--- src/rtl/wind_pkg.sv ---
// wind_pkg: shared state encoding, limits and result format for the wind measurement blocks.
package wind_pkg;
  localparam int MEANLEN_MIN = 6;
  localparam int MEANLEN_MAX = 11;
  localparam int RES_W = 16;
  localparam int RES_FRAC = 10;
  localparam logic [2:0] S_IDLE   = 3'd0;
  localparam logic [2:0] S_CLEAR  = 3'd1;
  localparam logic [2:0] S_TX     = 3'd2;
  localparam logic [2:0] S_SETTLE = 3'd3;
  localparam logic [2:0] S_ACQ    = 3'd4;
  localparam logic [2:0] S_WAIT   = 3'd5;
  localparam logic [2:0] S_DONE   = 3'd6;
  typedef logic signed [RES_W-1:0] res_t;
  function automatic logic [3:0] clamp_meanlen(input logic [3:0] v);
    return v < 4'(MEANLEN_MIN) ? 4'(MEANLEN_MIN) : v > 4'(MEANLEN_MAX) ? 4'(MEANLEN_MAX) : v;
  endfunction
endpackage

--- src/rtl/wind_strobe_gen.sv ---
// wind_strobe_gen: free-running sample-period divider producing a one-clock endata strobe.
module wind_strobe_gen #(
  parameter int CLKDIV = 20,
  parameter int SAMPLE_PHASE = 18
) (
  input  logic clock,
  input  logic reset,
  output logic endata
);
  localparam int CW = $clog2(CLKDIV);
  logic [CW-1:0] cnt_q, cnt_d;
  logic endata_q, endata_d;
  always_comb begin
    cnt_d = (cnt_q == CW'(CLKDIV - 1)) ? '0 : cnt_q + CW'(1);
    endata_d = cnt_d == CW'(SAMPLE_PHASE);
  end
  always_ff @(posedge clock or negedge reset) begin
    if (!reset) begin
      cnt_q <= '0;
      endata_q <= 1'b0;
    end else begin
      cnt_q <= cnt_d;
      endata_q <= endata_d;
    end
  end
  assign endata = endata_q;
endmodule

--- src/rtl/wind_meas_seq.sv ---
// wind_meas_seq: measurement sequencer (clear, burst, settle, acquire, wait) with a valid/ready result register.
module wind_meas_seq
  import wind_pkg::*;
#(
  parameter int CLKDIV = 20,
  parameter int SAMPLE_PHASE = 18,
  parameter int TXLEN = 8,
  parameter int SETTLE = 64,
  parameter int TIMEOUT = 256
) (
  input  logic             clock,
  input  logic             reset,
  input  logic             start,
  input  logic             abort,
  input  logic             continuous,
  input  logic [3:0]       spdmeanlen_in,
  input  logic             speeden,
  input  logic [RES_W-1:0] speedX_in,
  input  logic [RES_W-1:0] speedY_in,
  output logic             endata,
  output logic             dp_clr,
  output logic             txen,
  output logic [3:0]       spdmeanlen,
  output logic             busy,
  output logic             out_valid,
  input  logic             out_ready,
  output logic [RES_W-1:0] speedX,
  output logic [RES_W-1:0] speedY,
  output logic             overrun,
  output logic             timeout,
  output logic             cfg_err
);
  logic [2:0] state_q, state_d;
  logic [11:0] cnt_q, cnt_d, lim;
  logic [3:0] len_q, len_d, clamped;
  logic [RES_W-1:0] x_q, x_d, y_q, y_d;
  logic valid_q, valid_d, ovr_q, ovr_d, to_q, to_d, cfg_q, cfg_d;
  logic hit, cap;
  wind_strobe_gen #(.CLKDIV(CLKDIV), .SAMPLE_PHASE(SAMPLE_PHASE)) u_strobe (
    .clock  (clock),
    .reset  (reset),
    .endata (endata)
  );
  always_comb begin
    clamped = clamp_meanlen(spdmeanlen_in);
    lim = state_q == S_TX ? 12'(TXLEN - 1) :
          state_q == S_SETTLE ? 12'(SETTLE - 1) :
          state_q == S_ACQ ? (12'd1 << len_q) - 12'd1 : 12'(TIMEOUT - 1);
    hit = endata && cnt_q == lim;
    cap = state_q == S_WAIT && speeden && !abort && (!valid_q || out_ready);
    state_d = state_q;
    cnt_d = hit ? '0 : endata ? cnt_q + 12'd1 : cnt_q;
    len_d = len_q;
    ovr_d = ovr_q;
    to_d = to_q;
    cfg_d = cfg_q;
    valid_d = cap | (valid_q & ~out_ready);
    x_d = cap ? speedX_in : x_q;
    y_d = cap ? speedY_in : y_q;
    if (abort) begin
      state_d = S_IDLE;
      cnt_d = '0;
    end else begin
      case (state_q)
        S_IDLE: begin
          cnt_d = '0;
          if (start) begin
            state_d = S_CLEAR;
            len_d = clamped;
            cfg_d = clamped != spdmeanlen_in;
            ovr_d = 1'b0;
            to_d = 1'b0;
          end
        end
        // two-clock clear: cnt_q[0] marks the second clock
        S_CLEAR: begin
          cnt_d = cnt_q[0] ? 12'd0 : 12'd1;
          state_d = cnt_q[0] ? S_TX : S_CLEAR;
        end
        S_TX:     state_d = hit ? S_SETTLE : S_TX;
        S_SETTLE: state_d = hit ? S_ACQ : S_SETTLE;
        S_ACQ:    state_d = hit ? S_WAIT : S_ACQ;
        S_WAIT: begin
          if (speeden) begin
            state_d = S_DONE;
            cnt_d = '0;
            ovr_d = ovr_q | ~cap;
          end else if (hit) begin
            state_d = S_DONE;
            to_d = 1'b1;
          end
        end
        S_DONE: begin
          cnt_d = '0;
          state_d = continuous ? S_CLEAR : S_IDLE;
        end
        default: state_d = S_IDLE;
      endcase
    end
  end
  always_ff @(posedge clock or negedge reset) begin
    if (!reset) begin
      state_q <= S_IDLE;
      cnt_q <= '0;
      len_q <= 4'(MEANLEN_MIN);
      valid_q <= 1'b0;
      x_q <= '0;
      y_q <= '0;
      ovr_q <= 1'b0;
      to_q <= 1'b0;
      cfg_q <= 1'b0;
    end else begin
      state_q <= state_d;
      cnt_q <= cnt_d;
      len_q <= len_d;
      valid_q <= valid_d;
      x_q <= x_d;
      y_q <= y_d;
      ovr_q <= ovr_d;
      to_q <= to_d;
      cfg_q <= cfg_d;
    end
  end
  assign dp_clr = state_q == S_CLEAR;
  assign txen = state_q == S_TX;
  assign busy = state_q != S_IDLE;
  assign spdmeanlen = len_q;
  assign out_valid = valid_q;
  assign speedX = x_q;
  assign speedY = y_q;
  assign overrun = ovr_q;
  assign timeout = to_q;
  assign cfg_err = cfg_q;
endmodule

--- config.mk ---
export PLATFORM = sky130hd
export DESIGN_NAME = wind_meas_seq
export DESIGN_NICKNAME = d
export VERILOG_FILES = /design/src/rtl/wind_pkg.sv /design/src/rtl/wind_strobe_gen.sv /design/src/rtl/wind_meas_seq.sv
export SDC_FILE = /design/constraint.sdc
export NUM_CORES = 1
export LEC_CHECK = 0
export BUFFER_PORTS_ARGS = -buffer_cell sky130_fd_sc_hd__buf_2
export CORE_MARGIN = 10
export CORE_UTILIZATION = 30
export DETAILED_ROUTE_END_ITERATION = 10
export GPL_ROUTABILITY_DRIVEN = 0
export PLACE_DENSITY_LB_ADDON = 0.12
export SYNTH_ARGS = -nofsm -noshare
export SYNTH_HDL_FRONTEND = slang
export SYNTH_HIERARCHICAL = 1
export SYNTH_SLANG_ARGS = --single-unit
export TNS_END_PERCENT = 50
--- constraint.sdc ---
create_clock -name clock -period 3 [get_ports clock]
set_input_delay 0.3 -clock clock [delete_from_list [all_inputs] [get_ports clock]]
set_output_delay 0.3 -clock clock [all_outputs]
set_load 0.005 [all_outputs]
==> results of run 1 <==
==> Yosys cell counts, types with 4 or more instances <==
cell type / number / share of area [%]
a211oi_1: 4 / 0.93
a21oi_1: 15 / 2.3
buf_2: 8 / 1.2
clkbuf_1: 8 / 0.93
dfrtp_1: 59 / 46
ha_1: 4 / 1.5
inv_1: 9 / 1.0
mux2_2: 32 / 11
mux2i_1: 5 / 1.5
nand2_1: 20 / 2.3
nand3_1: 9 / 1.4
nand4_1: 4 / 0.77
nor2_1: 17 / 2.0
nor3_1: 14 / 2.2
nor4b_1: 6 / 1.6
o21ai_0: 12 / 1.9
or3_1: 4 / 0.77
xnor2_1: 6 / 1.6
xor2_1: 11 / 3.0
==> worst min path at each step <==
stage	end	depth (start not counted)	start
after floorplan	cfg_err	0	reset
after global placement	speedY[11]	1	reset
after detailed placement	speedY[11]	1	reset
after CTS	speedY[13]	1	reset
after global routing	speedY[8]	1	reset
final	speedY[11]	1	reset
==> per-stage QoR <==
step / setup TNS [ns] / setup slack, ns / util [%] / area (sq um) / hold slack, ns
detailed placement: 0 / 0.105 / 37.3 / 3890 / 0.396
floorplan: 0 / 0.0536 / - / 3270 / 0.00441
finish: 0 / 0.0883 / 39.4 / 4110 / 0.00992
global route: -0.00804 / -0.00804 / 39.4 / 4110 / 0.0449
global placement: 0 / 0.174 / 37.3 / 3890 / 0.405
CTS: 0 / 0.0832 / 39.3 / 4100 / 0.0312
==> worst max-delay path: cells and delay by family (launching register included) <==
kind	cells	cell delay, ns
AND/OR/NAND/NOR	4	1.31
AO/OA/AOI/OAI	3	0.56
flip-flops	1	0.44
adder cells (fa/ha/maj)	1	0.25
buffers and inverters	1	0.21
==> repair_timing <==
action,4_1_cts,5_1_grt
gates resized for setup,0,2
hold buffers,0,0
endpoints found under the setup margin,0,11
==> logic make-up after synthesis <==
| logic type | Yosys count | synth area share [%] |
|---|---|---|
| simple gates | 99 | 18.0 |
| flops | 61 | 47.3 |
| compound gates | 54 | 11.6 |
| mux | 38 | 13.2 |
| buf+inv | 28 | 3.72 |
| xor+xnor | 17 | 4.61 |
| fa+ha+maj | 4 | 1.55 |
==> power by group <==
part	switching, mW	internal, mW	leakage (nW)
clock network	0.331	0.448	0.108
logic	0.110	0.0831	1.07
registers	0.0182	0.839	0.830
total	0.459	1.37	2.01
==> sequential cells by signal, summed over array words and instances, names as in the netlist, 3 cells and up <==
signal          count
cnt_q              12
spdmeanlen          4
speedX             16
speedY             16
state_q             3
u_strobe/cnt_q      5
==> metal layers <==
metal | up-vias | GRT usage [%] | wire [um] | share of wire (%)
li1 | 1269 | - | - | -
met1 | 1251 | 14.6 | 3780 | 43
met2 | 86 | 17.0 | 3980 | 46
met3 | 8 | 5.70 | 883 | 10
met4 | 0 | 3.42 | 93 | 1.1
met5 | - | 0 | 0 | 0
==> layout make-up <==
cell class                 instances  area, sq um  area share (%)
tap                              136          170            4.15
clock inverter                     3         43.8            1.07
inverter                           9         33.8           0.823
timing repair buffer              99          541            13.2
multi-input combinational        212         1620            39.5
clock buffer                      12          165            4.02
sequential                        61         1530            37.2
==> results.py, run 1 <==
metrics = {
    "detailed_routing": {
        "drc": 0,
        "firstDrtPassIters": 4,
        "wire_per_inst_um": 16.4,
        "viasPerCell": 4.91,
        "via_count": 2614,
        "drt-initial-drc-count": 153,
        "routed_wl_mm": 8.74,
        "ant_nets": 0,
    },
    "clocking": {
        "cts_root_buffer": "clkbuf_8",
        "cts_buffers": 9,
        "path_clk_slew_ns": 0.07,
        "cts.sinks": 61,
        "cts_max_level": 3,
        "clock_latency_ns": 0.33,
        "cts_tree": "yes",
        "cts_buffer_depth": 2,
        "cts_setup_buffers": 0,
    },
    "floorplanning": {
        "rows": 37,
        "io_pins": 87,
        "core_sq_mm": 0.0104,
        "dieArea_sq_mm": 0.0153,
        "die_h_um": 124,
        "die_w_um": 124,
        "initial_core_util_pct": 31.0,
    },
    "synth": {
        "synthCells": 301,
        "synth_nets": 348,
        "syn_area_sq_mm": 0.00323,
        "synth_warnings": 6,
        "synth_top_flop_cell": "dfrtp_1",
        "synth-seq-cells": 61,
        "yosysSeqAreaShare_pct": 47.3,
        "synth_edf_count": 0,
        "avgSynthCellArea_sq_um": 10.7,
        "ys_types": 58,
        "postSynth.asyncResetShare_pct": 100,
    },
    "finish": {
        "nets": 439,
        "layout.cells.non_filler": 532,
        "layout_common_cells": "buf_2, dfrtp_1, mux2_2, nand2_1, nor2_1",
        "layout_commonest_cell": "buf_2",
        "synthToLayoutAreaGrowth_pct": 27.0,
        "fillers": 1046,
        "final_layout_size_suffix_gt1_share_pct": 41.7,
        "antennaDiodeCount": 0,
    },
    "sta": {
        "tightest_slew_ns": 0.698,
        "slew_viol_final": 0,
        "hold_viol": 0,
        "min_period_ns": 2.91,
        "finClkSkew_ns": 0.00463,
        "period_share_pct": 97.1,
        "slew_headroom_pct": 53.5,
        "setup_viol": 0,
        "rsz0062_at_grt": "true",
        "timing.fmax_mhz": 343,
    },
    "place": {
        "portBuffers": 86,
        "place_inst": 517,
        "hpwl_mm": 6.59,
    },
    "worst_setup_path": {
        "crit_start": "spdmeanlen[3]",
        "crit_chain": "or4b_4, ha_2, or3_4, a21oi_2, o211ai_1, a211oi_1, and4_2, buf_4, nor3_1",
        "required_ns": 3.19,
        "cp_data_arrival_time_ns": 3.10,
        "regToRegSetupSlack_ns": 0.09,
        "criticalPathCategory": "flip-flop to flip-flop",
        "startpoint_type": "flip-flop",
        "r2r_start": "spdmeanlen[3]",
        "endpoint_kind": "flip-flop",
        "reg2regPathDepth": 9,
        "crit_path_max_incr_delay_ns": 0.56,
        "rr_endpoint": "cnt_q[2]",
        "worstPathMaxFanout": 10,
        "slowest_stage": "or4b_4",
        "crit_path_end": "cnt_q[2]",
    },
    "global_routing": {
        "antenna_found_initial": 1,
        "grt_max_degree": 33,
        "first_global_vias": 2670,
        "grt_usage_pct": 11.5,
        "grt_pass1_wl_mm": 13.9,
        "grt_overflow": 0,
    },
    "power": {
        "power.density_mw_per_mm2": 446,
        "total_power_mw": 1.83,
        "p_leak_nw": 2.01,
        "vdd_drop_max_mv": 0.223,
    },
    "job": {
        "drv_cap": 0,
    },
    "outcome": {
        "status": "completed",
    },
    "hold_path": {
        "min-delay-path-class": "input port to async pin",
    },
}
(Power assumes the default switching activity.)
==> run 2: changes to the inputs <==
- CORE_MARGIN: 10 -> 4
==> run 2 against run 1 <==
Compared with the run above:
- register-to-register slack gained 0.03 ns
- via count hardly changed
- flip-flop and latch count stayed put
- sequential share of layout area about the same
- sequential power increased by 0.5%
- hold slack gained 0.028 ns
- critical path type unchanged
- core utilization is essentially flat
- setup slack improved by 0.034 ns
- maximum frequency grew 1.2%
==> results.py, run 2 (synthesized netlist as in run 1, its figures left out) <==
metrics = {
    "detailed_routing": {
        "viasPerCell": 4.91,
        "routed_wl_mm": 7.98,
        "ant_nets": 0,
        "wire_per_inst_um": 15.0,
        "via_count": 2613,
        "firstDrtPassIters": 4,
        "drt-initial-drc-count": 122,
        "drc": 0,
    },
    "clocking": {
        "cts_tree": "yes",
        "cts_buffer_depth": 2,
        "clock_latency_ns": 0.33,
        "cts.sinks": 61,
        "hold_buffers": 0,
        "cts_max_level": 3,
        "cts_root_buffer": "clkbuf_8",
        "cts_buffers": 9,
        "path_clk_slew_ns": 0.07,
    },
    "finish": {
        "synthToLayoutAreaGrowth_pct": 26.9,
        "layout.cells.non_filler": 532,
        "antennaDiodeCount": 0,
        "layout_common_cells": "buf_2, dfrtp_1, mux2_2, nand2_1, nor2_1",
        "fillers": 1060,
        "layout_commonest_cell": "buf_2",
        "nets": 438,
        "final_layout_size_suffix_gt1_share_pct": 41.4,
    },
    "global_routing": {
        "antenna_found_initial": 0,
        "grt_usage_pct": 13.2,
        "first_global_vias": 2657,
        "grt_max_degree": 33,
        "grt_overflow": 0,
        "grt_pass1_wl_mm": 13.2,
    },
    "floorplanning": {
        "dieArea_sq_mm": 0.0125,
        "io_pins": 87,
        "rows": 37,
        "die_h_um": 112,
        "core_sq_mm": 0.0104,
        "die_w_um": 112,
        "initial_core_util_pct": 31.0,
    },
    "sta": {
        "timing.fmax_mhz": 348,
        "period_share_pct": 95.9,
        "finClkSkew_ns": 0.00908,
        "slew_headroom_pct": 48.9,
        "min_period_ns": 2.88,
        "setup_viol": 0,
        "fin_ws_ns": 0.123,
        "rsz0062_at_grt": "false",
        "tns_ns": 0,
        "slew_viol_final": 0,
        "whs_ns": 0.0378,
        "hold_viol": 0,
        "tightest_slew_ns": 0.766,
    },
    "job": {
        "drv_cap": 0,
    },
    "worst_setup_path": {
        "criticalPathCategory": "flip-flop to flip-flop",
        "required_ns": 3.23,
        "cp_data_arrival_time_ns": 3.10,
        "endpoint_kind": "flip-flop",
        "worstPathMaxFanout": 9,
        "startpoint_type": "flip-flop",
    },
    "place": {
        "place_inst": 516,
        "hpwl_mm": 5.95,
        "preCtsSetupSlack_ns": 0.0789,
        "portBuffers": 86,
    },
    "outcome": {
        "status": "completed",
    },
    "power": {
        "total_power_mw": 1.86,
        "vdd_drop_max_mv": 0.192,
        "power.density_mw_per_mm2": 452,
        "p_leak_nw": 2.01,
    },
    "hold_path": {
        "min-delay-path-class": "input port to async pin",
    },
}
## run 2: final cells by class
class                   count  area [sq um]  share of cell area [%]
multi-input cells         212          1620                    39.5
clock buffers              10           128                    3.11
repair buffers             98           533                    13.0
clock inverters             6          87.6                    2.13
inverters                   9          33.8                   0.823
well taps                 136           170                    4.15
flip-flops and latches     61          1530                    37.3
## run 2: final timing paths
| path | from | end | slack (ns) | cells after the start |
|---|---|---|---|---|
| setup / recovery | spdmeanlen[3] | state_q[0] | 0.12 | 8 |
| max in group asynchronous | reset | spdmeanlen[2] | 2.27 | 2 |
| hold reg to reg | cfg_err | cfg_err | 0.48 | 2 |
| hold / removal | reset | speedX[0] | 0.04 | 1 |
| min in group clock | out_ready | out_valid | 0.16 | 2 |
| setup reg to reg | spdmeanlen[3] | state_q[0] | 0.12 | 8 |
## run 2: power by group
| group | internal (mW) | switching (mW) | leakage (nW) | total [mW] |
|---|---|---|---|---|
| Clock | 0.468 | 0.341 | 0.110 | 0.810 |
| Sequential | 0.839 | 0.0222 | 0.830 | 0.862 |
| Combinational | 0.0801 | 0.105 | 1.07 | 0.185 |
## run 2: what timing repair did
item,in CTS,in global routing
setup endpoints to repair,0,12
resized for setup,0,3
buffers inserted,0,0
## run 2: metal layers
| layer | wire length, um | up-vias | GRT usage [%] | share of wire, % |
|---|---|---|---|---|
| li1 | - | 1274 | - | - |
| met1 | 3770 | 1266 | 17.5 | 47 |
| met2 | 3640 | 67 | 20.2 | 46 |
| met3 | 501 | 6 | 4.18 | 6.3 |
| met4 | 75 | 0 | 5.11 | 0.94 |
| met5 | 0 | - | 0 | 0 |
## run 2: worst max-delay path: stages, from the launching register on
cell       delay [ns]
dfrtp_1          0.44
or4b_4           0.56
ha_2             0.25
or3_4            0.35
a21oi_2          0.13
o211ai_1         0.18
a2111oi_4        0.44
nand3_2          0.11
mux2_4           0.31
## run 2: metrics by stage
step	instance area [sq um]	utilization, %
after floorplan	3270	-
after global placement	3880	37.3
after detailed placement	3880	37.3
after CTS	4100	39.3
after global routing	4100	39.4
final	4100	39.4
==> run 3: changes to the inputs <==
- CORE_MARGIN: 4 -> 8
- MAX_ROUTING_LAYER: not set -> met4
==> run 3 against run 2 <==
Compared with the run above:
- global-route usage down 0.70 points
- highest routed layer unchanged
- setup slack better by 0.032 ns
- combinational power down 4%
- largest power group unchanged
- flip-flop and latch count unchanged
- first-iteration DRC count up 25%
- hold slack better by 0.080 ns
==> results.py, run 3 (synthesized netlist as in run 1, its figures left out) <==
metrics = {
    "clocking": {
        "cts_buffers": 9,
        "cts_root_buffer": "clkbuf_8",
        "path_clk_slew_ns": 0.07,
        "clock_latency_ns": 0.33,
        "cts_resized": 0,
        "cts_tree": "yes",
        "cts_setup_buffers": 0,
        "cts_buffer_depth": 2,
        "cts.sinks": 61,
        "cts_max_level": 3,
        "hold_buffers": 0,
    },
    "finish": {
        "synthToLayoutAreaGrowth_pct": 26.9,
        "fillers": 1091,
        "layout.cells.non_filler": 537,
        "layout_commonest_cell": "buf_2",
        "layout_common_cells": "buf_2, dfrtp_1, mux2_2, nand2_1, nor2_1",
        "nets": 437,
        "final_layout_size_suffix_gt1_share_pct": 40.8,
    },
    "worst_setup_path": {
        "reg2regPathDepth": 8,
        "slowest_stage": "or4b_4",
        "startpoint_type": "flip-flop",
        "cp_data_arrival_time_ns": 3.06,
        "regToRegSetupSlack_ns": 0.15,
        "cp_num_buf_inv": 0,
        "required_ns": 3.22,
        "r2r_start": "spdmeanlen[3]",
        "worstPathMaxFanout": 9,
        "rr_endpoint": "state_q[0]",
        "crit_path_end": "state_q[0]",
        "crit_cells": 8,
        "criticalPathCategory": "flip-flop to flip-flop",
        "endpoint_kind": "flip-flop",
        "crit_family": "simple AND/OR/NAND/NOR gates",
        "crit_chain": "or4b_4, ha_2, or3_4, a21oi_2, o211ai_1, a2111oi_4, nand3_2, mux2_4",
        "crit_start": "spdmeanlen[3]",
        "crit_path_max_incr_delay_ns": 0.55,
    },
    "detailed_routing": {
        "ant_nets": 0,
        "drc": 0,
        "firstDrtPassIters": 4,
        "drt-initial-drc-count": 152,
        "viasPerCell": 4.75,
        "via_count": 2552,
        "routed_wl_mm": 8.46,
        "wire_per_inst_um": 15.8,
    },
    "sta": {
        "hold_viol": 0,
        "setup_viol": 0,
        "period_share_pct": 94.9,
        "min_period_ns": 2.85,
        "finClkSkew_ns": 0.00654,
        "slew_headroom_pct": 47.7,
        "rsz0062_at_grt": "false",
        "slew_viol_final": 0,
        "tns_ns": 0,
        "timing.fmax_mhz": 351,
        "tightest_slew_ns": 0.784,
        "fin_ws_ns": 0.154,
    },
    "floorplanning": {
        "core_sq_mm": 0.0107,
        "initial_core_util_pct": 30.2,
        "die_w_um": 120,
        "die_h_um": 120,
        "rows": 38,
        "dieArea_sq_mm": 0.0144,
        "io_pins": 87,
    },
    "place": {
        "preCtsSetupSlack_ns": 0.175,
        "hpwl_mm": 6.33,
        "place_inst": 519,
        "portBuffers": 86,
    },
    "global_routing": {
        "grt_max_degree": 62,
        "first_global_vias": 2659,
        "grt_usage_pct": 12.5,
        "antenna_found_initial": 2,
        "grt_pass1_wl_mm": 14.0,
        "grt_overflow": 0,
    },
    "outcome": {
        "status": "completed",
    },
    "hold_path": {
        "min-delay-path-class": "input port to async pin",
    },
    "power": {
        "power.density_mw_per_mm2": 458,
        "vdd_drop_max_mv": 0.251,
        "p_leak_nw": 2.00,
    },
    "job": {
        "drv_cap": 0,
    },
}
## run 3: cell types whose count changed in the layout (fill, tap and decap cells not counted), moves of 2 or more
| cell | previous run | this run |
|---|---|---|
| clkinv_2 | 2 | 0 |
| clkbuf_8 | 9 | 11 |
| diode_2 | 0 | 2 |
| clkinv_4 | 2 | 0 |
## run 3: worst reg2reg max path: stages (launching register included)
cell	delay, ns
dfrtp_1	0.43
or4b_4	0.55
ha_2	0.24
or3_4	0.35
a21oi_2	0.13
o211ai_1	0.17
a2111oi_4	0.44
nand3_2	0.11
mux2_4	0.31
## run 3: per-stage QoR
| stage | utilization [%] | instance area (sq um) | hold WS, ns | power [mW] |
|---|---|---|---|---|
| after floorplan | - | 3270 | 0.00441 | 0.972 |
| after global placement | 36.1 | 3870 | 0.473 | 1.06 |
| after detailed placement | 36.1 | 3870 | 0.476 | 1.06 |
| after CTS | 38.3 | 4090 | 0.137 | 1.92 |
| after global routing | 38.4 | 4100 | 0.162 | 1.97 |
| final | 38.4 | 4100 | 0.118 | 1.88 |
## run 3: worst min path at each step
stage	start	to	slack, ns	cells past startpoint
3_5_place_dp	overrun	overrun	0.48	1
2_1_floorplan	reset	cfg_err	0.004	0
3_3_place_gp	overrun	overrun	0.47	1
5_1_grt	out_ready	out_valid	0.16	2
4_1_cts	out_ready	out_valid	0.14	2
6_report	reset	u_strobe/cnt_q[1]	0.12	2
## run 3: layout make-up
class                      count  area [sq um]  share of cell area [%]
multi-input combinational    212          1620                    39.5
sequential                    61          1530                    37.3
timing repair buffer          97           513                    12.5
tap                          140           175                    4.27
clock buffer                  13           159                    3.87
clock inverter                 3          67.6                    1.65
inverter                       9          33.8                   0.823
antenna                        2          5.00                   0.122
## run 3: routing by layer
layer  vias to the layer above  share of wire [%]  routed length (um)  GRT usage, %
li1                       1267                  -                   -             -
met1                      1195                 46                3880          15.3
met2                        82                 44                3750          18.2
met3                         8                8.5                 716          5.12
met4                         0                1.3                 114          4.53
met5                         -                  0                   0             -
## run 3: power breakdown
| group | leakage [nW] | total, mW | internal, mW | switching [mW] |
|---|---|---|---|---|
| sequential | 0.830 | 0.868 | 0.840 | 0.0279 |
| combinational | 1.06 | 0.177 | 0.0791 | 0.0977 |
| clock | 0.110 | 0.837 | 0.514 | 0.322 |
